[src/rtl/vga_timing_gen.sv]
// vga_timing_gen: parametrised VGA raster timing generator.
// A phase divider produces a pixel tick; x/y raster counters, sync/valid
// flags and line/frame strobes are all registered so that every output
// describes the same pixel in any given cycle.
module vga_timing_gen #(
  parameter int unsigned H_ACTIVE  = 640,
  parameter int unsigned H_FP      = 16,
  parameter int unsigned H_SYNC    = 96,
  parameter int unsigned H_BP      = 48,
  parameter int unsigned V_ACTIVE  = 480,
  parameter int unsigned V_FP      = 10,
  parameter int unsigned V_SYNC    = 2,
  parameter int unsigned V_BP      = 33,
  parameter int unsigned CLK_DIV   = 2,
  parameter int unsigned HSYNC_POL = 0,
  parameter int unsigned VSYNC_POL = 0,
  parameter int unsigned CW        = 10
) (
  input  logic          clk_i,
  input  logic          rst_i,
  input  logic          en_i,
  output logic [CW-1:0] x_o,
  output logic [CW-1:0] y_o,
  output logic          valid_o,
  output logic          hsync_o,
  output logic          vsync_o,
  output logic          pixclk_o,
  output logic          newline_o,
  output logic          newframe_o,
  output logic [7:0]    frame_cnt_o
);

  localparam int unsigned H_TOTAL   = H_ACTIVE + H_FP + H_SYNC + H_BP;
  localparam int unsigned V_TOTAL   = V_ACTIVE + V_FP + V_SYNC + V_BP;
  localparam int unsigned HS_START  = H_ACTIVE + H_FP;
  localparam int unsigned HS_END    = HS_START + H_SYNC;
  localparam int unsigned VS_START  = V_ACTIVE + V_FP;
  localparam int unsigned VS_END    = VS_START + V_SYNC;
  localparam int unsigned PW        = (CLK_DIV > 1) ? $clog2(CLK_DIV) : 1;
  localparam int unsigned XW        = CW + 1;
  localparam logic        HS_ON     = 1'(HSYNC_POL);
  localparam logic        VS_ON     = 1'(VSYNC_POL);

  logic [PW-1:0] phase_q, phase_d;
  logic [CW-1:0] x_q, x_d, y_q, y_d;
  logic [7:0]    fcnt_q, fcnt_d;
  logic          valid_q, valid_d;
  logic          hsync_q, hsync_d;
  logic          vsync_q, vsync_d;
  logic          pix_q, pix_d;
  logic          nl_q, nl_d;
  logic          nf_q, nf_d;
  logic          tick_c;

  // Next-state: divider phase, raster counters, strobes and flags derived from next x/y
  always_comb begin
    phase_d = phase_q;
    x_d     = x_q;
    y_d     = y_q;
    fcnt_d  = fcnt_q;
    pix_d   = 1'b0;
    nl_d    = 1'b0;
    nf_d    = 1'b0;
    tick_c  = en_i && (phase_q == PW'(CLK_DIV - 1));

    if (en_i) begin
      phase_d = tick_c ? '0 : phase_q + PW'(1);
    end

    if (tick_c) begin
      pix_d = 1'b1;
      if (x_q == CW'(H_TOTAL - 1)) begin
        x_d  = '0;
        nl_d = 1'b1;
        if (y_q == CW'(V_TOTAL - 1)) begin
          y_d    = '0;
          nf_d   = 1'b1;
          fcnt_d = fcnt_q + 8'd1;
        end else begin
          y_d = y_q + CW'(1);
        end
      end else begin
        x_d = x_q + CW'(1);
      end
    end

    // Widened compares keep region bounds equal to the totals representable
    valid_d = (XW'(x_d) < XW'(H_ACTIVE)) && (XW'(y_d) < XW'(V_ACTIVE));
    hsync_d = ((XW'(x_d) >= XW'(HS_START)) && (XW'(x_d) < XW'(HS_END))) ? HS_ON : ~HS_ON;
    vsync_d = ((XW'(y_d) >= XW'(VS_START)) && (XW'(y_d) < XW'(VS_END))) ? VS_ON : ~VS_ON;
  end

  // State and output registers; reset presents pixel (0,0) with all strobes high
  always_ff @(posedge clk_i) begin
    if (rst_i) begin
      phase_q <= '0;
      x_q     <= '0;
      y_q     <= '0;
      fcnt_q  <= '0;
      valid_q <= 1'b1;
      hsync_q <= ~HS_ON;
      vsync_q <= ~VS_ON;
      pix_q   <= 1'b1;
      nl_q    <= 1'b1;
      nf_q    <= 1'b1;
    end else begin
      phase_q <= phase_d;
      x_q     <= x_d;
      y_q     <= y_d;
      fcnt_q  <= fcnt_d;
      valid_q <= valid_d;
      hsync_q <= hsync_d;
      vsync_q <= vsync_d;
      pix_q   <= pix_d;
      nl_q    <= nl_d;
      nf_q    <= nf_d;
    end
  end

  assign x_o         = x_q;
  assign y_o         = y_q;
  assign valid_o     = valid_q;
  assign hsync_o     = hsync_q;
  assign vsync_o     = vsync_q;
  assign pixclk_o    = pix_q;
  assign newline_o   = nl_q;
  assign newframe_o  = nf_q;
  assign frame_cnt_o = fcnt_q;

endmodule

[config.mk]
export PLATFORM = sky130hd
export DESIGN_NAME = vga_timing_gen
export DESIGN_NICKNAME = d
export VERILOG_FILES = /design/src/rtl/vga_timing_gen.sv
export SDC_FILE = /design/constraint.sdc
export NUM_CORES = 1
export LEC_CHECK = 0
export BUFFER_PORTS_ARGS = -buffer_cell sky130_fd_sc_hd__buf_4
export CAP_MARGIN = 15
export CORE_MARGIN = 1
export CORE_UTILIZATION = 55
export DETAILED_ROUTE_END_ITERATION = 12
export PLACE_DENSITY = 0.8
export SETUP_SLACK_MARGIN = 0.5
export SYNTH_ARGS = -nofsm -noshare
export SYNTH_HDL_FRONTEND = slang
export SYNTH_SLANG_ARGS = --single-unit
[constraint.sdc]
create_clock -name clk_i -period 3.2 [get_ports clk_i]
set_input_delay 0.64 -clock clk_i [delete_from_list [all_inputs] [get_ports clk_i]]
set_output_delay 0.64 -clock clk_i [all_outputs]
set_load 0.03 [all_outputs]
; ---- Yosys cells after proc, flatten, opt, wreduce, memory -nomap -nowiden
; Cells that the tools add are included.
[totals]
register_bits = 35
latch_bits = 0
ramBits = 0
rom_bits = 0
input_bits = 3
n_memories = 0
[op_classes]
addsub = 4
mul = 0
div_mod_pow = 0
n_lt_le_gt_ge = 6
eq_ne = 2
n_shift = 0
n_mux = 14
bitwise_logic = 0
n_reduce_logical = 5
[op_table]
columns = operator, count
row1 = 10-bit 2-to-1 mux, 5
row2 = "10-bit by 1-bit adder with 10-bit output, second input constant", 2
row3 = "10-bit equality test, second input constant", 2
row4 = "10-bit < comparator, second input constant", 2
row5 = "10-bit by 9-bit < comparator with 1-bit output, second input constant", 2
row6 = "10-bit >= comparator, second input constant", 1
row7 = "10-bit by 9-bit >= comparator with 1-bit output, second input constant", 1
row8 = 1-bit 2-to-1 mux, 9
row9 = "8-bit by 1-bit adder with 8-bit output, second input constant", 1
row10 = 1-bit logical AND, 4
row11 = 3-bit AND reduction, 1
row12 = "1-bit adder, second input constant", 1

; ---- Longest topological paths before layout
; Gate-level depths: netlist of the first run.
[logic_depth]
word_depth = 7
ltp_mapped = 8
mapped_depth_nobuf = 8

; ---- Worst setup path after synthesis of the first run
; OpenSTA, ideal clock, no wires.
[synth_timing]
path_kind = register to register
start = reg x_q[0] (netlist: x_o[0])
end = reg valid_q (netlist: valid_o)
setup_ns = 0.115
arrival_ns = 2.214
path_slack_ns = 0.871
path_stages_with_launch = 9
path_buffers = 1
synth_period_minus_slack_ns = 2.329
path_cell_list = dfxtp_1 > ha_1 > nand4_1 > or4b_1 > buf_6 > nor3_4 > xnor2_1 > nand2b_4 > a31o_1
[synth_between]
elab_chain_cells = 5
[synth_rtl]
columns = item, line_no
row1 = from (decl), 45  ; logic [CW-1:0] x_q, x_d, y_q, y_d;
row2 = from (signal assigned), 97  ; x_q <= '0;
row3 = from (signal assigned), 108  ; x_q <= x_d;
row4 = 10-bit by 1-bit adder with 10-bit output / 10-bit equality test (equally long branches), "83, 72"
row5 = 10-bit 2-to-1 mux, 72  ; if (x_q == CW'(H_TOTAL - 1)) begin
row6 = 10-bit 2-to-1 mux, 70  ; if (tick_c) begin
row7 = 10-bit < comparator / 10-bit by 9-bit < comparator with 1-bit output (equally long branches), 88  ; valid_d = (XW'(x_d) < XW'(H_ACTIVE)) && (XW'(y_d) < XW'(V_ACTIVE));
row8 = 1-bit logical AND (*), 88
row9 = to (signal assigned), 111  ; valid_q <= valid_d;
row10 = to (decl), 47  ; logic valid_q, valid_d;
; Mark *: on every way between the ends. The rest lies on a longest branch, timed or not.
; A chain may end at the register's enable or synchronous reset.

; ---- Worst setup path after layout of the first run
[layout_timing]
start = reg x_q[0] (netlist: x_o[0])
end = reg fcnt_q[7] (netlist: frame_cnt_o[7])
[layout_between]
elab_chain_cells = 2
[layout_rtl]
columns = item, line_no
row1 = 10-bit equality test, 72
row2 = 3-bit AND reduction (no source line), -
row3 = to (signal assigned), 110  ; fcnt_q <= fcnt_d;
row4 = to (decl), 46  ; logic [7:0] fcnt_q, fcnt_d;
; Every way passes these cells.

==> results.md, run 1 <==
* Cells after Synth at 210
* Crit path top cell by count: nand4_1
* Top-count cell post-synth: dfxtp_1
* Iter 0 DRT Violations at 113
* Sw Pwr at 173 uW
* IO Pins at 37
* Crit path capture type: register
* Clk network pwr share at 36.8%
* Register-to-Register Path Depth at 7
* Row count at 20
* Yosys warns at 0
* Sw frac at 23.0%
* Share of the yosys chip area belonging to registers at 38.6%
* Dpl ws at 0.735 ns
* Flop2flop setup slack at about 0.83 ns
* Synth Area per Inst at around 8.6 um2
* Max-cap viol count at 0
* Slowest-stage cell, CP: or4b_1
* Antenna diodes at 0
* Hold WS at around 0.50 ns
* Int Pwr at 581 uW
* Crit-path max cell delay at around 0.7 ns
* Flop pwr share at 59.0%
* Async set or reset register ratio after synthesis at 0%
* CTS Buf Count at 5
* Cell Pwr Density at about 350 nW/um2
* Met2 GRT Util at 36.4%
* Synth top area share at 38.6%
* Critical Path RT at between 3 and 4 ns
* Root buffer cell: clkbuf_4
* Comb power frac at 4.2%
* Worst slew pin tran at 0.411 ns
* Via Count at 1602
* Total Wirelength at 3.77 mm
* Slew headroom at 72.6%
* Clock Latency Late Sink at 0.34 ns
* TritonCTS clock tree: built
* Area of the multi-input gates at 1030 um2
* Setup TNS at 0 ns
* Vias in the first global route at 1350
* Critical path launch point type: register
* Antenna violations before repair at 0
* Met1 GRT Util at a little under a third
* Fill cells at 281
* Pin count of the biggest net entering global routing at 29
* Final WS setup at 0.828 ns
* Slew Limit Fails at 0
* Chip Height at between 50 and 60 um
* Die Area at around 3500 um2
* Total global routing track utilization at 23.4%
* Worst hold-check path type: register to register
* Final hold viol count at 0
* Synthesized cell area at 1810 um2
* Tmin final at 2.37 ns
* NumNets Final at 251
* ANT nets after route at 0
* Post-CTS Setup Bufs at 0
* HPWL Detailed at 2.64 mm
* Critical Path Fanout Max at 8
* Worst Setup EP: frame_cnt_o[7]
* GR Overflow Total at 0
* Mapped Nets at 217
* Final setup vio count at 0
* DR pass1 iterations at 4
* Synth-to-layout area growth at 18.3%
* GRT busiest layer: met2
* Remaining DRCs at 0
* Port bufs at 36
* Initial core utilization at 58.5%
* Worst Path Arrival at 2.60 ns
* Clk slew on worst S/H paths at ~0.1 ns
* Layout cells sized above 1 at 25.3%
* CP Class: register to register
* Max Clock Freq at 422 MHz
* Maximum vdd drop at 0.223 mV
* Leakage power at 0.874 nW
* Clk_skew at 0.0121 ns
* Yosys cell types at slightly below 50
* Status: finished clean
* # hold bufs at CTS at 0
* CORE AREA at 3100 um2
* Synth cell count leaders: dfxtp_1 (35), nor2_1 (31), nand2_1 (19), xor2_1 (16)
* Vias per inst at 5.54
* First-pass GRT wire length at 6.18 mm
* CP Launch Point: x_o[0]
* Number of synthesized flops with an enable pin at 0
* Die W at 59.4 um
* FF/Latch Area at 701 um2
* Crit path cell chain: ha_1 -> nand4_1 -> or4b_1 -> nor2_2 -> nand4_1 -> xor2_1 -> nor2_1
* Clk sinks at 35
* Average wire per standard cell at 13.1 um
* Yosys top cell by area: dfxtp_1
* Max clock buf depth at 2
* Met3 GRT Util at 5.46%
* Worst reg2reg path endpoint: frame_cnt_o[7]
* Period utilization at between 70% and 80%
* CTS resizes at 0
* RSZ-0062 raised after global routing: false
* Synth Register Bits at 35
* Synth area leaders: dfxtp_1 (39%), xor2_1 (7.7%), nor2_1 (6.4%)
* RR Startpoint: x_o[0]
* Routability cong. at 0.881
* Dominant synthesized flop cell: dfxtp_1
* H-tree levels at 2
state kept, by name, summed over array words and instances (netlist names):
register / flops
valid_o: 1
phase_q: 1
newline_o: 1
pixclk_o: 1
y_o: 10
newframe_o: 1
x_o: 10
hsync_o: 1
vsync_o: 1
frame_cnt_o: 8
cell families (layout without fill, tap and decap cells):
logic type	count (synthesis)	count (layout)	share of synthesized area, %
XOR/XNOR	23	23	11.1
adder cells (fa/ha/maj)	4	4	2.76
buffers and inverters	13	48	4.62
flip-flops	35	35	38.6
AO/OA/AOI/OAI	22	22	7.86
multiplexers	2	2	1.10
AND/OR/NAND/NOR	111	111	33.9
worst min-delay path by stage:
| stage | startpoint | to | slack [ns] | cells after the start |
|---|---|---|---|---|
| floorplan | phase_q | x_o[1] | 0.52 | 2 |
| global placement | x_o[1] | x_o[1] | 0.50 | 2 |
| detailed placement | x_o[1] | x_o[1] | 0.49 | 2 |
| CTS | x_o[1] | x_o[1] | 0.51 | 2 |
| global route | x_o[1] | x_o[1] | 0.55 | 2 |
| finish | x_o[1] | x_o[1] | 0.50 | 2 |
per-layer routing:
| layer | share of wire, % | up-vias |
|---|---|---|
| li1 | - | 804 |
| met2 | 46 | 47 |
| met3 | 4.0 | 7 |
| met1 | 48 | 744 |
| met5 | 0 | - |
| met4 | 1.4 | 0 |
per-stage QoR:
step / utilization [%] / std cells / cell area (um2) / total power, mW
after detailed placement: 67.0 / 281 / 2080 / 0.487
final: 69.2 / 289 / 2150 / 0.755
after floorplan: - / 210 / 1810 / 0.477
after global placement: 67.0 / 281 / 2080 / 0.487
after global routing: 69.2 / 289 / 2150 / 0.785
after CTS: 69.2 / 289 / 2150 / 0.760
placed cells by master (no fill, tap or decap), types with 2 or more instances in the layout:
cell type  instances
and3_1             4
nand3_1           14
buf_4             38
a21oi_1            9
ha_1               4
clkbuf_8           2
mux2i_1            2
nand2_2            2
nor2_1            31
xor2_1            16
and2_1             2
nor3_2             2
dfxtp_1           35
inv_1              2
or2_2              2
xnor2_1            7
o21ai_0            5
clkbuf_4           5
nand4_1           14
nand2_1           19
nor3_1             3
power groups by stage:
stage	Combinational [mW]	Sequential (mW)	Clock [mW]
floorplan	0.0152	0.462	0
CTS	0.0325	0.445	0.283
global route	0.0356	0.446	0.303
finish	0.0320	0.445	0.278
global placement	0.0322	0.455	0
detailed placement	0.0324	0.455	0
critical path, delay by kind of cell, from the launching register on:
kind          cells  cell delay [ns]
flops             1             0.41
xor+xnor          1             0.16
simple gates      5             1.45
fa+ha+maj         1             0.24
final cells by class:
class	instances	share of cell area, %
clock buffers	8	3.21
inverters	2	0.350
multi-input cells	162	48.0
flip-flops and latches	35	32.6
well taps	44	2.56
repair buffers	38	13.3
Power figures use the tool's default switching activity.
==> run 2, diff against run 1 <==
--- a/config.mk
+++ b/config.mk
@@ -8,9 +8,9 @@
 export BUFFER_PORTS_ARGS = -buffer_cell sky130_fd_sc_hd__buf_4
 export CAP_MARGIN = 15
 export CORE_MARGIN = 1
-export CORE_UTILIZATION = 55
+export CORE_UTILIZATION = 54
 export DETAILED_ROUTE_END_ITERATION = 12
-export PLACE_DENSITY = 0.8
+export PLACE_DENSITY = 0.79
 export SETUP_SLACK_MARGIN = 0.5
 export SYNTH_ARGS = -nofsm -noshare
 export SYNTH_HDL_FRONTEND = slang
==> constraint.sdc (replaced) <==
create_clock -name clk_i -period 2.25 [get_ports clk_i]
set_input_delay 0.45 -clock clk_i [delete_from_list [all_inputs] [get_ports clk_i]]
set_output_delay 0.45 -clock clk_i [all_outputs]
set_load 0.03 [all_outputs]
==> run 2 against run 1 <==
  * Cell area rose by 15%
  * Setup slack worse by 0.56 ns
  * Hold slack lost 0.072 ns
  * Highest routed layer unchanged
  * Critical path type unchanged
  * Total power is 36% higher
  * Maximum frequency increased by 20%
  * Sequential power is 41% higher
  * Global-route usage increased by 2.8 points
  * Largest power group unchanged
  * Sequential share of layout area down 3.5 points
  * Clock skew is 0.0034 ns higher
  * Via count increased by 8.2%
  * Critical endpoint is now frame_cnt_o[0]
  * Final cell count grew 8.0%
  * Flip-flop and latch count unchanged
==> results.md, run 2 (synthesized netlist as in run 1, its figures left out) <==
* Average wire per standard cell at 14.0 um (+7.4%)
* Most frequent cells in the layout: buf_4 (55), nor2_1 (31), dfxtp_1 (25), nand2_1 (18), xor2_1 (16)
* DR pass1 iterations at 4 (unchanged)
* Critical Path RT at 2.48 ns (-0.94 ns)
* Worst Setup EP: frame_cnt_o[0]
* GR Overflow Total at 0 (unchanged)
* Max Clock Freq at 504 MHz (+20%)
* Tmin final at 1.99 ns (-0.387 ns)
* Port bufs at 36 (unchanged)
* Via Count at 1734 (+8.2%)
* Final hold viol count at 0 (unchanged)
* TritonCTS clock tree: built
* Crit path cell chain: ha_4 -> nand4_1 -> or4b_4 -> buf_12 -> nor2_4 -> buf_4 -> buf_6 -> xnor2_2 -> nor2_1
* Hold_sp: en_i
* Die W at 60.0 um (+0.88%)
* H-tree levels at 2 (unchanged)
* HPWL Detailed at 2.82 mm (+6.9%)
* Worst slew pin tran at 0.345 ns (-0.0656 ns)
* Worst hold-check path type: primary input to register
* Synth-to-layout area growth at 36.6%
* CORE AREA at 3130 um2 (+0.81%)
* Max clock buf depth at 2 (unchanged)
* Pin count of the biggest net entering global routing at 29 (unchanged)
* Register-to-Register Path Depth at 9 (+2)
* Clk_skew at 0.0155 ns (+0.00335 ns)
* Layout cells sized above 1 at 40.3% (+15 points)
* Flop2flop setup slack at 0.26 ns (-0.56 ns)
* Worst Path Arrival at 2.22 ns (-0.38 ns)
* Clock Latency Late Sink at 0.35 ns (about the same)
* Crit path capture type: register
* RSZ-0062 raised after global routing: true
* Slew headroom at 76.8% (+4.2 points)
* Slew Limit Fails at 0 (unchanged)
* Period utilization at 88.2% (+14 points)
* CP Launch Point: x_o[0]
* CTS Buf Count at 5 (unchanged)
* Commonest non-fill, non-tap cell in the layout: buf_4
* Vias per inst at 5.56 (+0.26%)
* Final setup vio count at 0 (unchanged)
* Hold WS at 0.431 ns (-0.0720 ns)
* Leakage power at 1.03 nW (+18%)
* Clk sinks at 35 (unchanged)
* Fill cells at 215 (-23%)
* Total Wirelength at 4.37 mm (+16%)
* Initial core utilization at 58.0% (-0.47 points)
* Status: finished clean
* Iter 0 DRT Violations at 98 (-13%)
* Routability cong. at 0.863 (-2.0%)
* Worst reg2reg path endpoint: frame_cnt_o[0]
* RR Startpoint: x_o[0]
* NumNets Final at 274 (+9.2%)
* Slowest-stage cell, CP: or4b_4
* Remaining DRCs at 0 (unchanged)
* Critical Path Fanout Max at 6 (-2)
* Delay-heaviest family, CP: simple AND/OR/NAND/NOR gates
* Total global routing track utilization at 26.2% (+2.8 points)
* Row count at 20 (unchanged)
* CP Class: register to register
* Maximum vdd drop at 0.361 mV (+62%)
* # hold bufs at CTS at 0 (unchanged)
* Die Area at 3600 um2 (+1.8%)
* Cell Pwr Density at 414 nW/um2 (+18%)
* Antenna diodes at 0 (unchanged)
* Max-cap viol count at 0 (unchanged)
* Antenna violations before repair at 0 (unchanged)
* Critical path launch point type: register
* Clk slew on worst S/H paths at 0.10 ns (about the same)
* ANT nets after route at 0 (unchanged)
* First-pass GRT wire length at 6.80 mm (+10%)
* IO Pins at 37 (unchanged)
* Crit-path max cell delay at 0.60 ns (-0.10 ns)
* Root buffer cell: clkbuf_4
* Setup TNS at 0 ns (unchanged)
* Critical path depth at 9 (+2)
* Chip Height at 60.0 um (+0.88%)
* WP buf/inv at 3 (+3)
* Vias in the first global route at 1486 (+10%)
run 2: cell count changes in the layout (fill, tap and decap cells not counted), moves of 2 or more:
cell	before	now
dfxtp_1	35	25
buf_6	0	5
buf_4	38	55
dfxtp_2	0	7
dfxtp_4	0	3
clkbuf_8	2	0
nor4_4	0	2
run 2: final cells by class:
| class | instances | area (um2) | share of cell area, % |
|---|---|---|---|
| clock buffers | 6 | 41.3 | 1.67 |
| clock inverters | 2 | 12.5 | 0.505 |
| inverters | 2 | 7.51 | 0.303 |
| multi-input cells | 162 | 1150 | 46.5 |
| flip-flops and latches | 35 | 721 | 29.1 |
| well taps | 44 | 55.1 | 2.22 |
| repair buffers | 61 | 489 | 19.7 |
run 2: per-stage QoR:
stage / utilization, % / instance area (um2) / std cells / setup WS [ns] / total power, mW
after CTS: 76.4 / 2390 / 306 / 0.261 / 1.03
after global placement: 69.8 / 2180 / 290 / 0.153 / 0.698
after floorplan: - / 1850 / 210 / 0.200 / 0.679
after detailed placement: 69.8 / 2180 / 290 / 0.0912 / 0.699
after global routing: 79.2 / 2480 / 312 / 0.155 / 1.06
final: 79.2 / 2480 / 312 / 0.265 / 1.03
run 2: worst min path at each step:
stage,cells after the start,endpoint,slack (ns)
after floorplan,2,x_o[1],0.51
after detailed placement,2,x_o[1],0.50
after CTS,3,phase_q,0.42
after global routing,3,x_o[1],0.44
final,3,phase_q,0.43
after global placement,2,x_o[1],0.49
run 2: per-layer routing:
layer | vias up | GRT usage (%) | part of all wire [%]
met5 | - | 0 | 0
li1 | 861 | - | -
met1 | 813 | 35.8 | 46
met3 | 6 | 5.84 | 4.9
met4 | 0 | 10.6 | 1.5
met2 | 54 | 40.0 | 47
run 2: tightest hold or removal path, delay by kind of cell:
kind | cells | cell delay [ns]
buffers and inverters | 1 | 0.14
and+or+nand+nor | 1 | 0.08
xor gates and xnor gates | 1 | 0.07
run 2: what timing repair did:
| action | CTS | global route |
|---|---|---|
| gates resized for setup | 16 | 10 |
| setup endpoints to repair | 18 | 27 |
| cloned | 0 | 0 |
| buffers inserted | 8 | 6 |
| pin swaps | 12 | 10 |
run 2: where the power goes:
part	switching (mW)	total (mW)	internal, mW
combinational	0.0375	0.0623	0.0248
clock	0.216	0.336	0.121
sequential	0.00428	0.628	0.624
==> run 3, diff against run 2 <==
--- a/config.mk
+++ b/config.mk
@@ -7,10 +7,12 @@
 export LEC_CHECK = 0
 export BUFFER_PORTS_ARGS = -buffer_cell sky130_fd_sc_hd__buf_4
 export CAP_MARGIN = 15
+export CELL_PAD_IN_SITES_DETAIL_PLACEMENT = 1
+export CELL_PAD_IN_SITES_GLOBAL_PLACEMENT = 1
 export CORE_MARGIN = 1
-export CORE_UTILIZATION = 54
+export CORE_UTILIZATION = 40
 export DETAILED_ROUTE_END_ITERATION = 12
-export PLACE_DENSITY = 0.79
+export PLACE_DENSITY_LB_ADDON = 0.1
 export SETUP_SLACK_MARGIN = 0.5
 export SYNTH_ARGS = -nofsm -noshare
 export SYNTH_HDL_FRONTEND = slang
==> run 3 against run 2 <==
  * Die area is 34% higher
  * Routed wire length rose by 39%
  * Clock skew down 0.011 ns
  * Sequential power hardly changed
  * Cell area up 4.9%
  * Register-to-register slack got worse by 0.05 ns
  * Largest cell class unchanged
  * Largest power group unchanged
==> results.md, run 3 (synthesized netlist as in run 1, its figures left out) <==
* Flop pwr share at 51.2% (-10 points)
* Critical Path RT at 2.44 ns (-0.04 ns)
* Fin util at 59.7% (-19 points)
* Remaining DRCs at 0 (unchanged)
* Worst hold-check path type: primary input to register
* Max Clock Freq at 491 MHz (-2.5%)
* Critical Path Fanout Max at 7 (+1)
* TritonCTS clock tree: built
* Overall Power at 1.23 mW (+20%)
* Worst Path Arrival at 2.22 ns (about the same)
* Via Count at 1857 (+7.1%)
* First-pass GRT wire length at 9.16 mm (+35%)
* CTS Buf Count at 5 (unchanged)
* Final setup vio count at 0 (unchanged)
* CORE AREA at 4350 um2 (+39%)
* Iter 0 DRT Violations at 72 (-27%)
* Maximum vdd drop at 0.427 mV (+18%)
* Die Area at 4810 um2 (+34%)
* Clk_skew at 0.00445 ns (-0.0110 ns)
* Clk sinks at 35 (unchanged)
* Vias in the first global route at 1789 (+20%)
* Tmin final at 2.04 ns (+0.0503 ns)
* CP Class: register to register
* GR Overflow Total at 0 (unchanged)
* Slew headroom at 73.1% (-3.7 points)
* Placed Area at 2250 um2 (+2.9%)
* FF/Latch Area at 719 um2 (-0.17%)
* Chip Height at 69.3 um (+16%)
* Int Pwr at 936 uW (+22%)
* Setup TNS at 0 ns (unchanged)
* Sw frac at 24.1% (-0.99 points)
* Max-cap viol count at 0 (unchanged)
* Slowest-stage cell, CP: or4b_4
* Root buffer cell: clkbuf_8
* Final hold viol count at 0 (unchanged)
* Status: finished clean
* Most frequent cells in the layout: buf_4 (64), nor2_1 (30), dfxtp_1 (24), nand2_1 (17), xor2_1 (15)
* Layout cells sized above 1 at 43.8% (+3.5 points)
* Design Area, Final at 2600 um2 (+4.9%)
* Crit path capture type: register
* Sw Pwr at 297 uW (+15%)
* Clk slew on worst S/H paths at 0.08 ns (-0.02 ns)
* Fill cells at 496 (+130%)
* NumNets Final at 280 (+2.2%)
* Period utilization at 90.5% (+2.2 points)
* Leakage power at 1.08 nW (+5.3%)
* Clock Latency Late Sink at 0.29 ns (-0.06 ns)
* Cell Pwr Density at 474 nW/um2 (+14%)
* Antenna diodes at 0 (unchanged)
* Area of the multi-input gates at 1190 um2 (+3.0%)
* ANT nets after route at 0 (unchanged)
* Hold WS at 0.489 ns (+0.0586 ns)
* Port bufs at 36 (unchanged)
* Initial core utilization at 41.7% (-16 points)
* Total Wirelength at 6.06 mm (+39%)
* HPWL Detailed at 3.64 mm (+29%)
* DR pass1 iterations at 4 (unchanged)
* Final WS setup at 0.215 ns (-0.0503 ns)
* Row count at 24 (+20%)
* Worst slew pin tran at 0.399 ns (+0.0542 ns)
* Dpl ws at 0.0308 ns (-0.0604 ns)
* IO Pins at 37 (unchanged)
* Comb power frac at 5.3% (-0.8 points)
* Average wire per standard cell at 18.6 um (+33%)
* Clk network pwr share at 43.5% (+11 points)
* Routability cong. at 0.774 (-10%)
* Register-to-Register Path Depth at 7 (-2)
* Slew Limit Fails at 0 (unchanged)
* Antenna violations before repair at 0 (unchanged)
* Critical path launch point type: register
* Pin count of the biggest net entering global routing at 29 (unchanged)
* # hold bufs at CTS at 0 (unchanged)
* RSZ-0062 raised after global routing: true
* Vias per inst at 5.70 (+2.5%)
* Crit path cell chain: ha_4 -> nand4_1 -> or4b_4 -> nor3_4 -> xnor2_1 -> nand2b_4 -> a31o_1
* Post-Place Cells at 305 (+5.2%)
* Hold path depth at 3 (unchanged)
* Synth-to-layout area growth at 43.3%
* Fin cells at 326 (+4.5%)
* Crit-path max cell delay at 0.64 ns (+0.04 ns)
* Total global routing track utilization at 24.0% (-2.2 points)
* Die W at 69.3 um (+16%)
* Commonest non-fill, non-tap cell in the layout: buf_4
* H-tree levels at 2 (unchanged)
* Max clock buf depth at 2 (unchanged)
-- run 3: routing by layer --
layer  wire (um)  vias up  global-route usage [%]
met2        3280       67                    44.2
met3         264       17                    4.94
met5           0        -                       0
met1        2380      913                    28.4
met4         137        0                    4.99
li1            -      860                       -
-- run 3: final timing paths --
check / to / slack, ns / startpoint
setup / recovery: valid_o / 0.21 / x_o[0]
hold / removal: phase_q / 0.49 / en_i
setup reg to reg: valid_o / 0.21 / x_o[0]
hold reg to reg: frame_cnt_o[7] / 0.52 / frame_cnt_o[7]
-- run 3: what timing repair did --
item | CTS | global route
gates resized for setup | 6 | 23
endpoints found under the setup margin | 27 | 28
endpoints found under the hold margin | 0 | 0
pin swaps | 9 | 14
setup buffers | 11 | 2
-- run 3: layout make-up --
class	count	share of cell area, %
well taps	52	2.50
inverters	2	0.289
clock buffers	6	3.61
clock inverters	2	0.529
repair buffers	67	19.8
multi-input cells	162	45.6
flip-flops and latches	35	27.7
-- run 3: power groups by stage --
| stage | Clock (mW) | Combinational, mW | Sequential (mW) |
|---|---|---|---|
| floorplan | 0 | 0.0229 | 0.656 |
| global placement | 0 | 0.0551 | 0.645 |
| detailed placement | 0 | 0.0564 | 0.645 |
| CTS | 0.551 | 0.0631 | 0.631 |
| global route | 0.567 | 0.0691 | 0.632 |
| finish | 0.537 | 0.0651 | 0.631 |
-- run 3: worst max-delay path, delay by kind of cell (launching register included) --
kind            cells  cell delay [ns]
compound gates      1             0.21
xor+xnor            1             0.12
fa+ha+maj           1             0.14
flops               1             0.37
simple gates        4             1.10
